`config.mk`:
```
export PLATFORM = sky130hd
export DESIGN_NAME = pipe_stage_reg
export DESIGN_NICKNAME = d
export VERILOG_FILES = /design/src/rtl/pipe_stage_reg.sv
export SDC_FILE = /design/constraint.sdc
export NUM_CORES = 1
export LEC_CHECK = 0
export BUFFER_PORTS_ARGS = -buffer_cell sky130_fd_sc_hd__clkbuf_2
export CORE_AREA = 4 4 132 134
export CTS_CLUSTER_DIAMETER = 60
export DETAILED_ROUTE_END_ITERATION = 7
export DIE_AREA = 0 0 136 138
export PLACE_DENSITY = 0.74
export SETUP_SLACK_MARGIN = 0.05
export SYNTH_ARGS = -nofsm -noshare
export SYNTH_HDL_FRONTEND = slang
export SYNTH_SLANG_ARGS = --single-unit
export TNS_END_PERCENT = 10
```
`constraint.sdc`:
```
create_clock -name clk -period 2.4 [get_ports clk]
set_input_delay 0.6 -clock clk [delete_from_list [all_inputs] [get_ports clk]]
set_output_delay 0.6 -clock clk [all_outputs]
set_load 0.03 [all_outputs]
```
`src/rtl/pipe_stage_reg.sv`:
```
// Generic handshaked pipeline stage register with flush and bubble masking of the control field.
// Define PIPE_STAGE_SKID_EN to add a skid entry, which registers in_ready_o while keeping full throughput.
module pipe_stage_reg #(
  parameter int unsigned       DATA_W   = 160,
  parameter int unsigned       CTRL_W   = 8,
  parameter logic [CTRL_W-1:0] CTRL_RST = '0
) (
  input  logic              clk,
  input  logic              rst,
  input  logic              flush_i,
  input  logic              in_valid_i,
  output logic              in_ready_o,
  input  logic [DATA_W-1:0] in_data_i,
  input  logic [CTRL_W-1:0] in_ctrl_i,
  output logic              out_valid_o,
  input  logic              out_ready_i,
  output logic [DATA_W-1:0] out_data_o,
  output logic [CTRL_W-1:0] out_ctrl_o
);

  logic              main_valid;
  logic [DATA_W-1:0] main_data;
  logic [CTRL_W-1:0] main_ctrl;
  logic              main_free;
  logic              up_xfer;

  assign main_free = !main_valid || out_ready_i;
  assign up_xfer   = in_valid_i && in_ready_o;

`ifdef PIPE_STAGE_SKID_EN
  logic              skid_valid;
  logic [DATA_W-1:0] skid_data;
  logic [CTRL_W-1:0] skid_ctrl;

  // Ready depends only on held state, so there is no path from out_ready_i.
  assign in_ready_o = !skid_valid && !rst;

  always_ff @(posedge clk) begin
    if (rst || flush_i) begin
      main_valid <= 1'b0;
      main_data  <= '0;
      main_ctrl  <= '0;
      skid_valid <= 1'b0;
      skid_data  <= '0;
      skid_ctrl  <= '0;
    end else if (main_free) begin
      if (skid_valid) begin
        main_valid <= 1'b1;
        main_data  <= skid_data;
        main_ctrl  <= skid_ctrl;
        skid_valid <= 1'b0;
      end else if (up_xfer) begin
        main_valid <= 1'b1;
        main_data  <= in_data_i;
        main_ctrl  <= in_ctrl_i;
      end else begin
        main_valid <= 1'b0;
      end
    end else if (up_xfer) begin
      skid_valid <= 1'b1;
      skid_data  <= in_data_i;
      skid_ctrl  <= in_ctrl_i;
    end
  end
`else
  assign in_ready_o = main_free && !rst;

  always_ff @(posedge clk) begin
    if (rst || flush_i) begin
      main_valid <= 1'b0;
      main_data  <= '0;
      main_ctrl  <= '0;
    end else if (main_free) begin
      if (up_xfer) begin
        main_valid <= 1'b1;
        main_data  <= in_data_i;
        main_ctrl  <= in_ctrl_i;
      end else begin
        main_valid <= 1'b0;
      end
    end
  end
`endif

  // A bubble must never present a side-effecting control word downstream.
  assign out_valid_o = main_valid;
  assign out_data_o  = main_data;
  assign out_ctrl_o  = main_valid ? main_ctrl : CTRL_RST;

endmodule

```
==> results of run 1 <==
stage by stage:
stage / worst slack [ps] / hold WS, ps / util (%) / total power (uW)
finish: 397.6 / 399.1 / 56.99 / 6586
CTS: 352.3 / 377.5 / 56.99 / 6670
global placement: 492.7 / 440.6 / 53.00 / 3655
floorplan: 768.5 / 430.1 / - / 3407
detailed placement: 443.1 / 445.3 / 53.00 / 3661
global route: 281.2 / 383.5 / 56.99 / 6843
worst register-to-register path: cells and delay by family, from the launching register on:
family | cells | cell delay (ps)
multiplexers | 1 | 240
buffers and inverters | 2 | 650
AND/OR/NAND/NOR | 2 | 400
flip-flops | 1 | 390
area by class of cell:
class                      count  area, um2
timing repair buffer         359       1927
fill                        1468       7005
sequential                   169       3383
multi-input combinational    517       3048
tap                          220      275.3
clock inverter                11      183.9
clock buffer                  20      466.7
power by group:
group          switching (uW)  total, uW  internal, uW  leakage [uW]
Sequential               34.1       2900          2870       0.00137
Clock                    1150       2990          1840      0.000313
Combinational             408        690           282       0.00258
Total                    1590       6590          5000       0.00426
cell usage in the layout (no fill, tap or decap), types with 2 or more instances in the layout:
cell,instances
nand2_1,336
bufinv_16,4
mux2i_1,168
buf_4,10
inv_6,2
and2_1,8
clkbuf_16,17
clkinvlp_4,2
dfxtp_1,169
inv_8,2
clkbuf_8,3
buf_12,7
clkbuf_2,342
synth_stat cells, drive strengths merged:
cell / instances
and2: 8
clkbuf: 24
dfxtp: 169
nor3b: 1
nand2: 336
o21a: 1
nor2b: 1
buf: 32
nor2: 2
mux2i: 168
state kept, by name, summed over array words and instances, names as in the netlist:
| name | flops |
|---|---|
| main_ctrl | 8 |
| out_data_o | 160 |
| out_valid_o | 1 |
worst paths after layout:
| path | from | to | slack [ps] |
|---|---|---|---|
| setup / recovery | out_valid_o | in_ready_o | 400 |
| hold / removal | in_data_i[87] | out_data_o[87] | 400 |
| setup reg to reg | out_valid_o | out_data_o[21] | 650 |
| hold reg to reg | main_ctrl[7] | main_ctrl[7] | 450 |
cell families after synthesis:
kind of cell | after synthesis | share of synthesized area, %
AND/OR/NAND/NOR | 348 | 19.78
flip-flops | 169 | 49.74
multiplexers | 168 | 24.72
buffers and inverters | 56 | 5.648
AO/OA/AOI/OAI | 1 | 0.1104
per-layer routing:
metal | track usage, % | up-vias | part of all wire (%)
met5 | 0 | - | 0
met4 | 7.003 | 0 | 2.3
met3 | 6.359 | 29 | 9.0
met2 | 31.37 | 217 | 48
met1 | 20.88 | 2597 | 41
li1 | - | 3022 | -
==> impl_results.html, run 1 <==
<table>
<tr><th>Metric</th><th>Value</th></tr>
<tr><th colspan="2">Clock tree</th></tr>
<tr><td>Clk Latency, worst-skew pair</td><td>about 420 ps</td></tr>
<tr><td>TritonCTS clock tree</td><td>yes</td></tr>
<tr><td>Clock Tree Buf Depth</td><td>2</td></tr>
<tr><td>Depth of the CTS H-tree</td><td>4</td></tr>
<tr><td>Number of buffers inserted by post-CTS setup repair</td><td>0</td></tr>
<tr><td>Worst-path clk slew</td><td>70 ps</td></tr>
<tr><td>Hold buffers post-CTS</td><td>0</td></tr>
<tr><td>PostCTS Resize Cnt</td><td>0</td></tr>
<tr><td>Clock tree root driver cell</td><td>clkbuf_16</td></tr>
<tr><td>Clk sink count</td><td>169</td></tr>
<tr><td>Clock buffer count from CTS</td><td>17</td></tr>
<tr><th colspan="2">Detailed routing</th></tr>
<tr><td>Residual DRC count</td><td>0</td></tr>
<tr><td>Per-cell via count in the routed design</td><td>between 4 and 5</td></tr>
<tr><td>Via Count</td><td>between 5000 and 6000</td></tr>
<tr><td>Total wire length after detailed routing</td><td>17760 um</td></tr>
<tr><td>Residual antenna-violating net count after detailed routing</td><td>0</td></tr>
<tr><td>Initial drt markers</td><td>260</td></tr>
<tr><td>Routed wire per std cell</td><td>around 14 um</td></tr>
<tr><td>TritonRoute pass-1 iters</td><td>4</td></tr>
<tr><th colspan="2">Timing</th></tr>
<tr><td>Setup TNS Final</td><td>0 ps</td></tr>
<tr><td>Share of the clock period used by the worst path after layout</td><td>a little over four fifths</td></tr>
<tr><td>Setup repair after global routing missed its margin</td><td>false</td></tr>
<tr><td>Endpoints failing setup</td><td>0</td></tr>
<tr><td>Maximum clock frequency</td><td>0.4994 GHz</td></tr>
<tr><td>Final setup skew</td><td>roughly 9 ps</td></tr>
<tr><td>Max_slew headroom</td><td>between 70% and 80%</td></tr>
<tr><td>Pins Over Slew Limit</td><td>0</td></tr>
<tr><td>Worst Tran Pin Value</td><td>around 350 ps</td></tr>
<tr><td>Min Clock Period, post-route</td><td>about 2000 ps</td></tr>
<tr><td>Final hold violation count</td><td>0</td></tr>
<tr><th colspan="2">Logic synthesis</th></tr>
<tr><td>Combined area of all synthesized cells</td><td>between 6000 and 7000 um2</td></tr>
<tr><td>Portion of the post-synthesis area used by sequential elements</td><td>49.74%</td></tr>
<tr><td>Mean post-synth cell area</td><td>between 9 and 10 um2</td></tr>
<tr><td>Synth area leaders</td><td>dfxtp_1 (50%), mux2i_1 (25%), nand2_1 (19%)</td></tr>
<tr><td>Share of Yosys cell area claimed by the top area cell type</td><td>between 40% and 50%</td></tr>
<tr><td>Largest area contributor in the synthesized netlist</td><td>dfxtp_1</td></tr>
<tr><td>Synthesis-stage register bit count</td><td>~170</td></tr>
<tr><td>Gate count of the mapped netlist</td><td>between 700 and 800</td></tr>
<tr><td>Netlist cell types</td><td>14</td></tr>
<tr><td>Syn nets</td><td>about 920</td></tr>
<tr><td>Number of warnings printed during yosys synthesis</td><td>0</td></tr>
<tr><th colspan="2">Placed design</th></tr>
<tr><td>Placer congestion estimate</td><td>roughly 0.80</td></tr>
<tr><td>Sum of net half-perimeters after detailed placement</td><td>13250 um</td></tr>
<tr><td>Count of placed standard cells including taps</td><td>1265</td></tr>
<tr><td>I/O Buffers</td><td>roughly 340</td></tr>
<tr><td>Post-place instance area</td><td>around 8600 um2</td></tr>
<tr><th colspan="2">Global route</th></tr>
<tr><td>Wire length of the first global-routing pass</td><td>roughly 28000 um</td></tr>
<tr><td>Vias in the first global route</td><td>roughly 5700</td></tr>
<tr><td>Initial antenna violation count</td><td>0</td></tr>
<tr><td>Total Routing Usage GR</td><td>a little under a fifth</td></tr>
<tr><td>Overall overflow remaining after global route</td><td>0</td></tr>
<tr><td>Largest net degree at the start of global routing</td><td>91</td></tr>
<tr><th colspan="2">Power</th></tr>
<tr><td>Pwr Density</td><td>a little over 700 nW/um2</td></tr>
<tr><td>Static leakage power</td><td>approximately 0.0043 uW</td></tr>
<tr><td>Peak ir drop on the vdd network</td><td>around 0.45 mV</td></tr>
<tr><th colspan="2">Critical path</th></tr>
<tr><td>Required time of the worst setup path</td><td>between 1500 and 2000 ps</td></tr>
<tr><td>Worst Reg-to-Reg Cells</td><td>5</td></tr>
<tr><td>Maximum fanout along the worst path</td><td>10</td></tr>
<tr><td>Slowest stage cell on the critical path</td><td>dfxtp_1</td></tr>
<tr><td>Stages on worst setup path</td><td>3</td></tr>
<tr><td>Type of the worst setup path</td><td>reg -&gt; out</td></tr>
<tr><td>Max stage delay on crit path</td><td>480 ps</td></tr>
<tr><td>Buffering stage count on the worst path with inverters included</td><td>1</td></tr>
<tr><td>Critical path cell sequence</td><td>nor2b_4 &gt; nor2_1 &gt; clkbuf_2</td></tr>
<tr><td>Type of destination of the critical path</td><td>output pin</td></tr>
<tr><td>Family with the most delay on the worst path</td><td>flip-flops</td></tr>
<tr><td>Critical Path Start Type</td><td>flip-flop</td></tr>
<tr><td>Worst path arrival time</td><td>between 1000 and 1500 ps</td></tr>
<tr><th colspan="2">Floorplanning</th></tr>
<tr><td>Overall die area</td><td>18770 um2</td></tr>
<tr><td>Core Area</td><td>16290 um2</td></tr>
<tr><td>Initial core utilization</td><td>41.75%</td></tr>
<tr><td>Count of pins on the block boundary</td><td>about 340</td></tr>
<tr><td>Vertical extent of the die</td><td>between 100 and 150 um</td></tr>
<tr><td>Width of the die</td><td>~140 um</td></tr>
<tr><td>Number of core rows</td><td>47</td></tr>
<tr><th colspan="2">Cells and area</th></tr>
<tr><td>Cell area after layout</td><td>approximately 9300 um2</td></tr>
<tr><td>Number of antenna cells inserted</td><td>0</td></tr>
<tr><td>Area growth, synth to finish</td><td>36.50%</td></tr>
<tr><td>Proportion of layout cells with a drive suffix above 1</td><td>about 37%</td></tr>
<tr><td>Layout net count</td><td>1237</td></tr>
<tr><td>Finished Layout Cells</td><td>1296</td></tr>
<tr><th colspan="2">Hold path</th></tr>
<tr><td>Min-delay worst type</td><td>in -&gt; reg</td></tr>
<tr><td>Cell count of the worst hold path</td><td>3</td></tr>
<tr><th colspan="2">Flow run</th></tr>
<tr><td>Max-cap viol count</td><td>0</td></tr>
<tr><th colspan="2">Run status</th></tr>
<tr><td>Result of the run</td><td>complete, no violations</td></tr>
</table>
Power figures use the tool's default switching activity.
==> run 2: changes to the inputs <==
--- a/config.mk
+++ b/config.mk
@@ -6,11 +6,11 @@
 export NUM_CORES = 1
 export LEC_CHECK = 0
 export BUFFER_PORTS_ARGS = -buffer_cell sky130_fd_sc_hd__clkbuf_2
-export CORE_AREA = 4 4 132 134
+export CORE_MARGIN = 4
+export CORE_UTILIZATION = 41
 export CTS_CLUSTER_DIAMETER = 60
 export DETAILED_ROUTE_END_ITERATION = 7
-export DIE_AREA = 0 0 136 138
-export PLACE_DENSITY = 0.74
+export PLACE_DENSITY = 0.76
 export SETUP_SLACK_MARGIN = 0.05
 export SYNTH_ARGS = -nofsm -noshare
 export SYNTH_HDL_FRONTEND = slang
==> constraint.sdc (replaced) <==
create_clock -name clk -period 1.7 [get_ports clk]
set_input_delay 0.425 -clock clk [delete_from_list [all_inputs] [get_ports clk]]
set_output_delay 0.425 -clock clk [all_outputs]
set_load 0.03 [all_outputs]
==> run 2 against run 1 <==
Compared with the run above: clock skew down 2.4 ps; clock-buffer cell count down 2; total power up 35%; cell area up 1.9%; worst setup slack worse by 340 ps.
==> impl_results.html, run 2 (synthesized netlist as in run 1, its figures left out) <==
<table>
<tr><th>Metric</th><th>Value</th></tr>
<tr><th colspan="2">Detailed routing</th></tr>
<tr><td>Total wire length after detailed routing</td><td>between 15000 and 20000 um</td></tr>
<tr><td>Residual DRC count</td><td>0</td></tr>
<tr><td>Per-cell via count in the routed design</td><td>roughly 4.6</td></tr>
<tr><td>Residual antenna-violating net count after detailed routing</td><td>0</td></tr>
<tr><td>Initial drt markers</td><td>about 250</td></tr>
<tr><td>Routed wire per std cell</td><td>~14 um</td></tr>
<tr><td>TritonRoute pass-1 iters</td><td>5</td></tr>
<tr><td>Via Count</td><td>6020</td></tr>
<tr><th colspan="2">Power</th></tr>
<tr><td>Peak ir drop on the vdd network</td><td>0.6293 mV</td></tr>
<tr><td>Clock Power Share</td><td>about 42%</td></tr>
<tr><td>Pwr Density</td><td>~940 nW/um2</td></tr>
<tr><td>Net switching component of the power</td><td>between 2000 and 2500 uW</td></tr>
<tr><td>Static leakage power</td><td>0.004324 uW</td></tr>
<tr><td>Sequential cell fraction of total power</td><td>between 40% and 50%</td></tr>
<tr><td>Share of total power in combinational logic</td><td>between 10% and 20%</td></tr>
<tr><td>Switching fraction of total power</td><td>a little over a quarter</td></tr>
<tr><td>Cell-internal power</td><td>between 6000 and 7000 uW</td></tr>
<tr><th colspan="2">Floorplanning</th></tr>
<tr><td>Width of the die</td><td>roughly 140 um</td></tr>
<tr><td>Core Area</td><td>around 16000 um2</td></tr>
<tr><td>Initial core utilization</td><td>42.36%</td></tr>
<tr><td>Number of core rows</td><td>46</td></tr>
<tr><td>Overall die area</td><td>between 15000 and 20000 um2</td></tr>
<tr><td>Vertical extent of the die</td><td>between 100 and 150 um</td></tr>
<tr><td>Count of pins on the block boundary</td><td>around 340</td></tr>
<tr><th colspan="2">Timing</th></tr>
<tr><td>Maximum clock frequency</td><td>0.6091 GHz</td></tr>
<tr><td>Min Clock Period, post-route</td><td>1642 ps</td></tr>
<tr><td>Max_slew headroom</td><td>82.55%</td></tr>
<tr><td>Setup repair after global routing missed its margin</td><td>true</td></tr>
<tr><td>Final setup skew</td><td>roughly 6.5 ps</td></tr>
<tr><td>Endpoints failing setup</td><td>0</td></tr>
<tr><td>Worst Tran Pin Value</td><td>~260 ps</td></tr>
<tr><td>Final hold violation count</td><td>0</td></tr>
<tr><td>Setup TNS Final</td><td>0 ps</td></tr>
<tr><td>Pins Over Slew Limit</td><td>0</td></tr>
<tr><td>Setup slack after layout</td><td>roughly 60 ps</td></tr>
<tr><td>Share of the clock period used by the worst path after layout</td><td>96.57%</td></tr>
<tr><th colspan="2">Cells and area</th></tr>
<tr><td>Filler Cell Count</td><td>1397</td></tr>
<tr><td>Area growth, synth to finish</td><td>39.15%</td></tr>
<tr><td>Commonest non-fill, non-tap cell in the layout</td><td>nand2_1</td></tr>
<tr><td>Core utilization of the finished layout</td><td>between 50% and 60%</td></tr>
<tr><td>Layout net count</td><td>1246</td></tr>
<tr><td>Storage element area</td><td>roughly 3400 um2</td></tr>
<tr><td>Most used cells in the layout excluding fill and tap cells</td><td>nand2_1 (336), clkbuf_2 (333), mux2i_1 (168), dfxtp_1 (168), clkbuf_16 (17)</td></tr>
<tr><td>Number of antenna cells inserted</td><td>0</td></tr>
<tr><td>Proportion of layout cells with a drive suffix above 1</td><td>a little under two fifths</td></tr>
<tr><td>Largest register FFs</td><td>160</td></tr>
<tr><td>Multi-input combinational cell area</td><td>around 3100 um2</td></tr>
<tr><th colspan="2">Flow run</th></tr>
<tr><td>Max-cap viol count</td><td>0</td></tr>
<tr><th colspan="2">Global route</th></tr>
<tr><td>Wire length of the first global-routing pass</td><td>between 20000 and 30000 um</td></tr>
<tr><td>Vias in the first global route</td><td>5920</td></tr>
<tr><td>Total Routing Usage GR</td><td>around a fifth</td></tr>
<tr><td>Largest net degree at the start of global routing</td><td>45</td></tr>
<tr><td>Overall overflow remaining after global route</td><td>0</td></tr>
<tr><td>Initial antenna violation count</td><td>0</td></tr>
<tr><th colspan="2">Clock tree</th></tr>
<tr><td>Clk Latency, worst-skew pair</td><td>~420 ps</td></tr>
<tr><td>Clk sink count</td><td>169</td></tr>
<tr><td>Clock Tree Buf Depth</td><td>2</td></tr>
<tr><td>Clock tree root driver cell</td><td>clkbuf_16</td></tr>
<tr><td>Clock buffer count from CTS</td><td>17</td></tr>
<tr><td>Depth of the CTS H-tree</td><td>4</td></tr>
<tr><td>Number of buffers inserted by post-CTS setup repair</td><td>0</td></tr>
<tr><td>Hold buffers post-CTS</td><td>0</td></tr>
<tr><td>Worst-path clk slew</td><td>70 ps</td></tr>
<tr><td>TritonCTS clock tree</td><td>yes</td></tr>
<tr><th colspan="2">Critical path</th></tr>
<tr><td>Type of destination of the critical path</td><td>output pin</td></tr>
<tr><td>Slowest stage cell on the critical path</td><td>dfxtp_4</td></tr>
<tr><td>Critical path cell sequence</td><td>buf_6 &gt; and2_1 &gt; clkbuf_8</td></tr>
<tr><td>Type of the worst setup path</td><td>reg -&gt; out</td></tr>
<tr><td>Worst path arrival time</td><td>approximately 1200 ps</td></tr>
<tr><td>Max stage delay on crit path</td><td>between 300 and 400 ps</td></tr>
<tr><td>Worst Reg-to-Reg Cells</td><td>5</td></tr>
<tr><td>Maximum fanout along the worst path</td><td>4</td></tr>
<tr><td>Required time of the worst setup path</td><td>~1300 ps</td></tr>
<tr><td>Critical Path Start Type</td><td>flip-flop</td></tr>
<tr><th colspan="2">Run status</th></tr>
<tr><td>Result of the run</td><td>complete, no violations</td></tr>
<tr><th colspan="2">Hold path</th></tr>
<tr><td>Cell count of the worst hold path</td><td>3</td></tr>
<tr><td>Min-delay worst type</td><td>in -&gt; reg</td></tr>
<tr><th colspan="2">Placed design</th></tr>
<tr><td>Placer congestion estimate</td><td>0.7919</td></tr>
<tr><td>Sum of net half-perimeters after detailed placement</td><td>roughly 14000 um</td></tr>
<tr><td>Post-placement worst setup slack</td><td>between 40 and 50 ps</td></tr>
<tr><td>I/O Buffers</td><td>about 340</td></tr>
</table>
-- run 2: area by class of cell --
class	instances	area share, %
clock buffer	18	4.535
tap	216	2.856
clock inverter	14	1.481
timing repair buffer	368	22.98
sequential	169	35.79
multi-input combinational	517	32.36
-- run 2: per-layer routing --
layer,vias to the layer above,GRT usage [%],share of wire (%)
met5,-,0,0
met4,0,5.987,1.7
met3,21,7.647,9.1
met2,235,33.30,50
met1,2721,21.35,39
li1,3043,-,-
-- run 2: worst max-delay path, delay by kind of cell (launching register included) --
kind                   cells  cell delay (ps)
buffers and inverters      2              290
DFF                        1              360
and+or+nand+nor            1              150
-- run 2: worst paths after layout --
path	end	slack [ps]	start
max	out_ctrl_o[0]	60	out_valid_o
min	out_data_o[54]	220	in_data_i[54]
max reg2reg	out_data_o[43]	160	out_valid_o
min reg2reg	out_data_o[124]	450	out_data_o[124]
-- run 2: timing repair --
action	4_1_cts	5_1_grt
gates cloned	1	0
gates resized for setup	27	1
hold endpoints to repair	0	0
setup endpoints to repair	9	9
-- run 2: power by group through the flow --
stage,logic [uW],registers [uW],clock network (uW)
after floorplan,455,4360,0
after global placement,1020,4190,0
after detailed placement,1030,4190,0
after CTS,1040,4100,3840
after global routing,1120,4110,3990
final,1030,4100,3740
-- run 2: per-stage QoR --
stage | instances | total power, uW | instance area [um2] | hold slack (ps)
2_1_floorplan | 742 | 4810 | 6802 | 430.1
3_3_place_gp | 1269 | 5209 | 8788 | 438.4
3_5_place_dp | 1269 | 5216 | 8788 | 446.5
5_1_grt | 1302 | 9218 | 9464 | 199.1
6_report | 1302 | 8874 | 9464 | 217.4
4_1_cts | 1302 | 8983 | 9462 | 200.2
==> run 3: changes to the inputs <==
--- a/config.mk
+++ b/config.mk
@@ -5,12 +5,11 @@
 export SDC_FILE = /design/constraint.sdc
 export NUM_CORES = 1
 export LEC_CHECK = 0
-export BUFFER_PORTS_ARGS = -buffer_cell sky130_fd_sc_hd__clkbuf_2
-export CORE_MARGIN = 4
-export CORE_UTILIZATION = 41
+export CORE_AREA = 4 4 132 134
 export CTS_CLUSTER_DIAMETER = 60
 export DETAILED_ROUTE_END_ITERATION = 7
-export PLACE_DENSITY = 0.76
+export DIE_AREA = 0 0 136 138
+export DONT_BUFFER_PORTS = 1
 export SETUP_SLACK_MARGIN = 0.05
 export SYNTH_ARGS = -nofsm -noshare
 export SYNTH_HDL_FRONTEND = slang
==> run 3 against run 2 <==
Compared with the run above: register-to-register slack better by 40 ps; via count is 20% lower; first-iteration DRC count is 39% lower; sequential cell count stayed put; clock power is 3% lower; utilization is 12 points lower.
==> impl_results.html, run 3 (synthesized netlist as in run 1, its figures left out) <==
<table>
<tr><th>Metric</th><th>Value</th></tr>
<tr><th colspan="2">Floorplanning</th></tr>
<tr><td>Overall die area</td><td>about 19000 um2</td></tr>
<tr><td>Vertical extent of the die</td><td>138 um</td></tr>
<tr><td>Core Area</td><td>approximately 16000 um2</td></tr>
<tr><td>Width of the die</td><td>between 100 and 150 um</td></tr>
<tr><td>Count of pins on the block boundary</td><td>343</td></tr>
<tr><td>Number of core rows</td><td>47</td></tr>
<tr><td>Initial core utilization</td><td>a little over two fifths</td></tr>
<tr><th colspan="2">Detailed routing</th></tr>
<tr><td>TritonRoute pass-1 iters</td><td>5</td></tr>
<tr><td>Via Count</td><td>between 4000 and 5000</td></tr>
<tr><td>Routed wire per std cell</td><td>17.40 um</td></tr>
<tr><td>Initial drt markers</td><td>154</td></tr>
<tr><td>Per-cell via count in the routed design</td><td>4.983</td></tr>
<tr><td>Total wire length after detailed routing</td><td>16720 um</td></tr>
<tr><td>Residual DRC count</td><td>0</td></tr>
<tr><td>Residual antenna-violating net count after detailed routing</td><td>0</td></tr>
<tr><th colspan="2">Timing</th></tr>
<tr><td>Maximum clock frequency</td><td>0.6201 GHz</td></tr>
<tr><td>Setup TNS Final</td><td>0 ps</td></tr>
<tr><td>Final hold slack</td><td>approximately 140 ps</td></tr>
<tr><td>Max_slew headroom</td><td>~74%</td></tr>
<tr><td>Pins Over Slew Limit</td><td>0</td></tr>
<tr><td>Share of the clock period used by the worst path after layout</td><td>94.86%</td></tr>
<tr><td>Setup slack after layout</td><td>87.39 ps</td></tr>
<tr><td>Final hold violation count</td><td>0</td></tr>
<tr><td>Setup repair after global routing missed its margin</td><td>true</td></tr>
<tr><td>Min Clock Period, post-route</td><td>1613 ps</td></tr>
<tr><td>Endpoints failing setup</td><td>0</td></tr>
<tr><td>Worst Tran Pin Value</td><td>slightly below 400 ps</td></tr>
<tr><td>Final setup skew</td><td>8.629 ps</td></tr>
<tr><th colspan="2">Cells and area</th></tr>
<tr><td>Cell area after layout</td><td>7634 um2</td></tr>
<tr><td>Commonest non-fill, non-tap cell in the layout</td><td>nand2_1</td></tr>
<tr><td>Layout net count</td><td>about 900</td></tr>
<tr><td>Filler Cell Count</td><td>between 1500 and 2000</td></tr>
<tr><td>Most used cells in the layout excluding fill and tap cells</td><td>nand2_1 (336), dfxtp_1 (169), mux2i_1 (168), clkbuf_16 (17), buf_12 (13)</td></tr>
<tr><td>Area growth, synth to finish</td><td>12.23%</td></tr>
<tr><td>Finished Layout Cells</td><td>between 900 and 1000</td></tr>
<tr><td>Proportion of layout cells with a drive suffix above 1</td><td>approximately 8.6%</td></tr>
<tr><td>Largest register FFs</td><td>160</td></tr>
<tr><td>Number of antenna cells inserted</td><td>0</td></tr>
<tr><th colspan="2">Critical path</th></tr>
<tr><td>Maximum fanout along the worst path</td><td>9</td></tr>
<tr><td>Worst path arrival time</td><td>between 1000 and 1500 ps</td></tr>
<tr><td>Type of destination of the critical path</td><td>output pin</td></tr>
<tr><td>Type of the worst setup path</td><td>reg -&gt; out</td></tr>
<tr><td>Critical Path Start Type</td><td>flip-flop</td></tr>
<tr><td>Required time of the worst setup path</td><td>approximately 1300 ps</td></tr>
<tr><td>Worst Reg-to-Reg Cells</td><td>5</td></tr>
<tr><th colspan="2">Clock tree</th></tr>
<tr><td>Depth of the CTS H-tree</td><td>4</td></tr>
<tr><td>Worst-path clk slew</td><td>around 60 ps</td></tr>
<tr><td>Clk sink count</td><td>approximately 170</td></tr>
<tr><td>TritonCTS clock tree</td><td>yes</td></tr>
<tr><td>Clk Latency, worst-skew pair</td><td>roughly 410 ps</td></tr>
<tr><td>Clock tree root driver cell</td><td>clkbuf_16</td></tr>
<tr><td>Number of buffers inserted by post-CTS setup repair</td><td>0</td></tr>
<tr><td>Clock Tree Buf Depth</td><td>2</td></tr>
<tr><td>Clock buffer count from CTS</td><td>17</td></tr>
<tr><th colspan="2">Placed design</th></tr>
<tr><td>Sum of net half-perimeters after detailed placement</td><td>roughly 13000 um</td></tr>
<tr><td>Post-placement worst setup slack</td><td>156.2 ps</td></tr>
<tr><td>Post-place instance area</td><td>between 7000 and 8000 um2</td></tr>
<tr><td>I/O Buffers</td><td>0</td></tr>
<tr><td>Placer congestion estimate</td><td>roughly 0.8</td></tr>
<tr><td>Count of placed standard cells including taps</td><td>between 900 and 1000</td></tr>
<tr><th colspan="2">Global route</th></tr>
<tr><td>Initial antenna violation count</td><td>0</td></tr>
<tr><td>Total Routing Usage GR</td><td>approximately 17%</td></tr>
<tr><td>Vias in the first global route</td><td>a little under 5000</td></tr>
<tr><td>Largest net degree at the start of global routing</td><td>between 60 and 70</td></tr>
<tr><td>Wire length of the first global-routing pass</td><td>approximately 26000 um</td></tr>
<tr><td>Overall overflow remaining after global route</td><td>0</td></tr>
<tr><th colspan="2">Power</th></tr>
<tr><td>Peak ir drop on the vdd network</td><td>0.6467 mV</td></tr>
<tr><td>Static leakage power</td><td>0.002794 uW</td></tr>
<tr><td>Pwr Density</td><td>between 1000 and 1500 nW/um2</td></tr>
<tr><th colspan="2">Hold path</th></tr>
<tr><td>Cell count of the worst hold path</td><td>2</td></tr>
<tr><td>Min-delay worst type</td><td>in -&gt; reg</td></tr>
<tr><th colspan="2">Run status</th></tr>
<tr><td>Result of the run</td><td>complete, no violations</td></tr>
<tr><th colspan="2">Flow run</th></tr>
<tr><td>Max-cap viol count</td><td>0</td></tr>
</table>
==> run 3: cell types whose count changed in the layout (fill, tap and decap cells not counted), moves of 2 or more <==
| cell | previous run | this run |
|---|---|---|
| clkbuf_2 | 333 | 0 |
| clkbuf_8 | 8 | 4 |
| and2_1 | 3 | 0 |
| and2_4 | 5 | 8 |
| buf_4 | 9 | 12 |
| inv_8 | 3 | 0 |
| buf_12 | 15 | 13 |
| buf_6 | 2 | 0 |
| clkinv_4 | 3 | 1 |
| inv_6 | 2 | 0 |
==> run 3: final timing paths <==
path                            slack [ps]           from        endpoint
worst max-delay path                    90    out_valid_o   out_ctrl_o[2]
worst min register to register         460   main_ctrl[5]    main_ctrl[5]
worst max register to register         200    out_valid_o  out_data_o[98]
worst min-delay path                   140  in_data_i[16]  out_data_o[16]
==> run 3: final cells by class <==
cell class / count / area, um2 / area share (%)
clock buffer: 23 / 488.0 / 6.392
clock inverter: 7 / 68.82 / 0.9015
multi-input combinational: 517 / 3068 / 40.19
sequential: 169 / 3383 / 44.32
tap: 220 / 275.3 / 3.606
timing repair buffer: 25 / 350.3 / 4.589
==> run 3: per-stage QoR <==
step	total power [uW]	util, %
2_1_floorplan	4810	-
3_3_place_gp	4910	43.32
3_5_place_dp	4931	43.32
4_1_cts	8591	46.81
5_1_grt	8848	46.86
6_report	8477	46.86
==> run 3: critical path: stages (launching register included) <==
cell     delay (ps)
dfxtp_1         320
buf_4           220
and2_4          230
==> run 3: metal layers <==
| metal | GRT usage [%] | up-vias | part of all wire (%) |
|---|---|---|---|
| met4 | 7.745 | 0 | 3.2 |
| met3 | 8.067 | 36 | 12 |
| met1 | 18.11 | 2194 | 35 |
| met2 | 29.99 | 212 | 50 |
| met5 | 0 | - | 0 |
| li1 | - | 2347 | - |
==> run 3: what timing repair did <==
| action | CTS | global route |
|---|---|---|
| resized for setup | 9 | 7 |
| hold buffers | 0 | 0 |
| endpoints found under the setup margin | 8 | 9 |
==> run 3: report_power, final <==
group | switching [uW] | internal, uW | leakage [uW] | total [uW]
Clock | 1490 | 2150 | 0.000271 | 3640
Sequential | 239 | 4050 | 0.00137 | 4290
Combinational | 307 | 237 | 0.00115 | 544
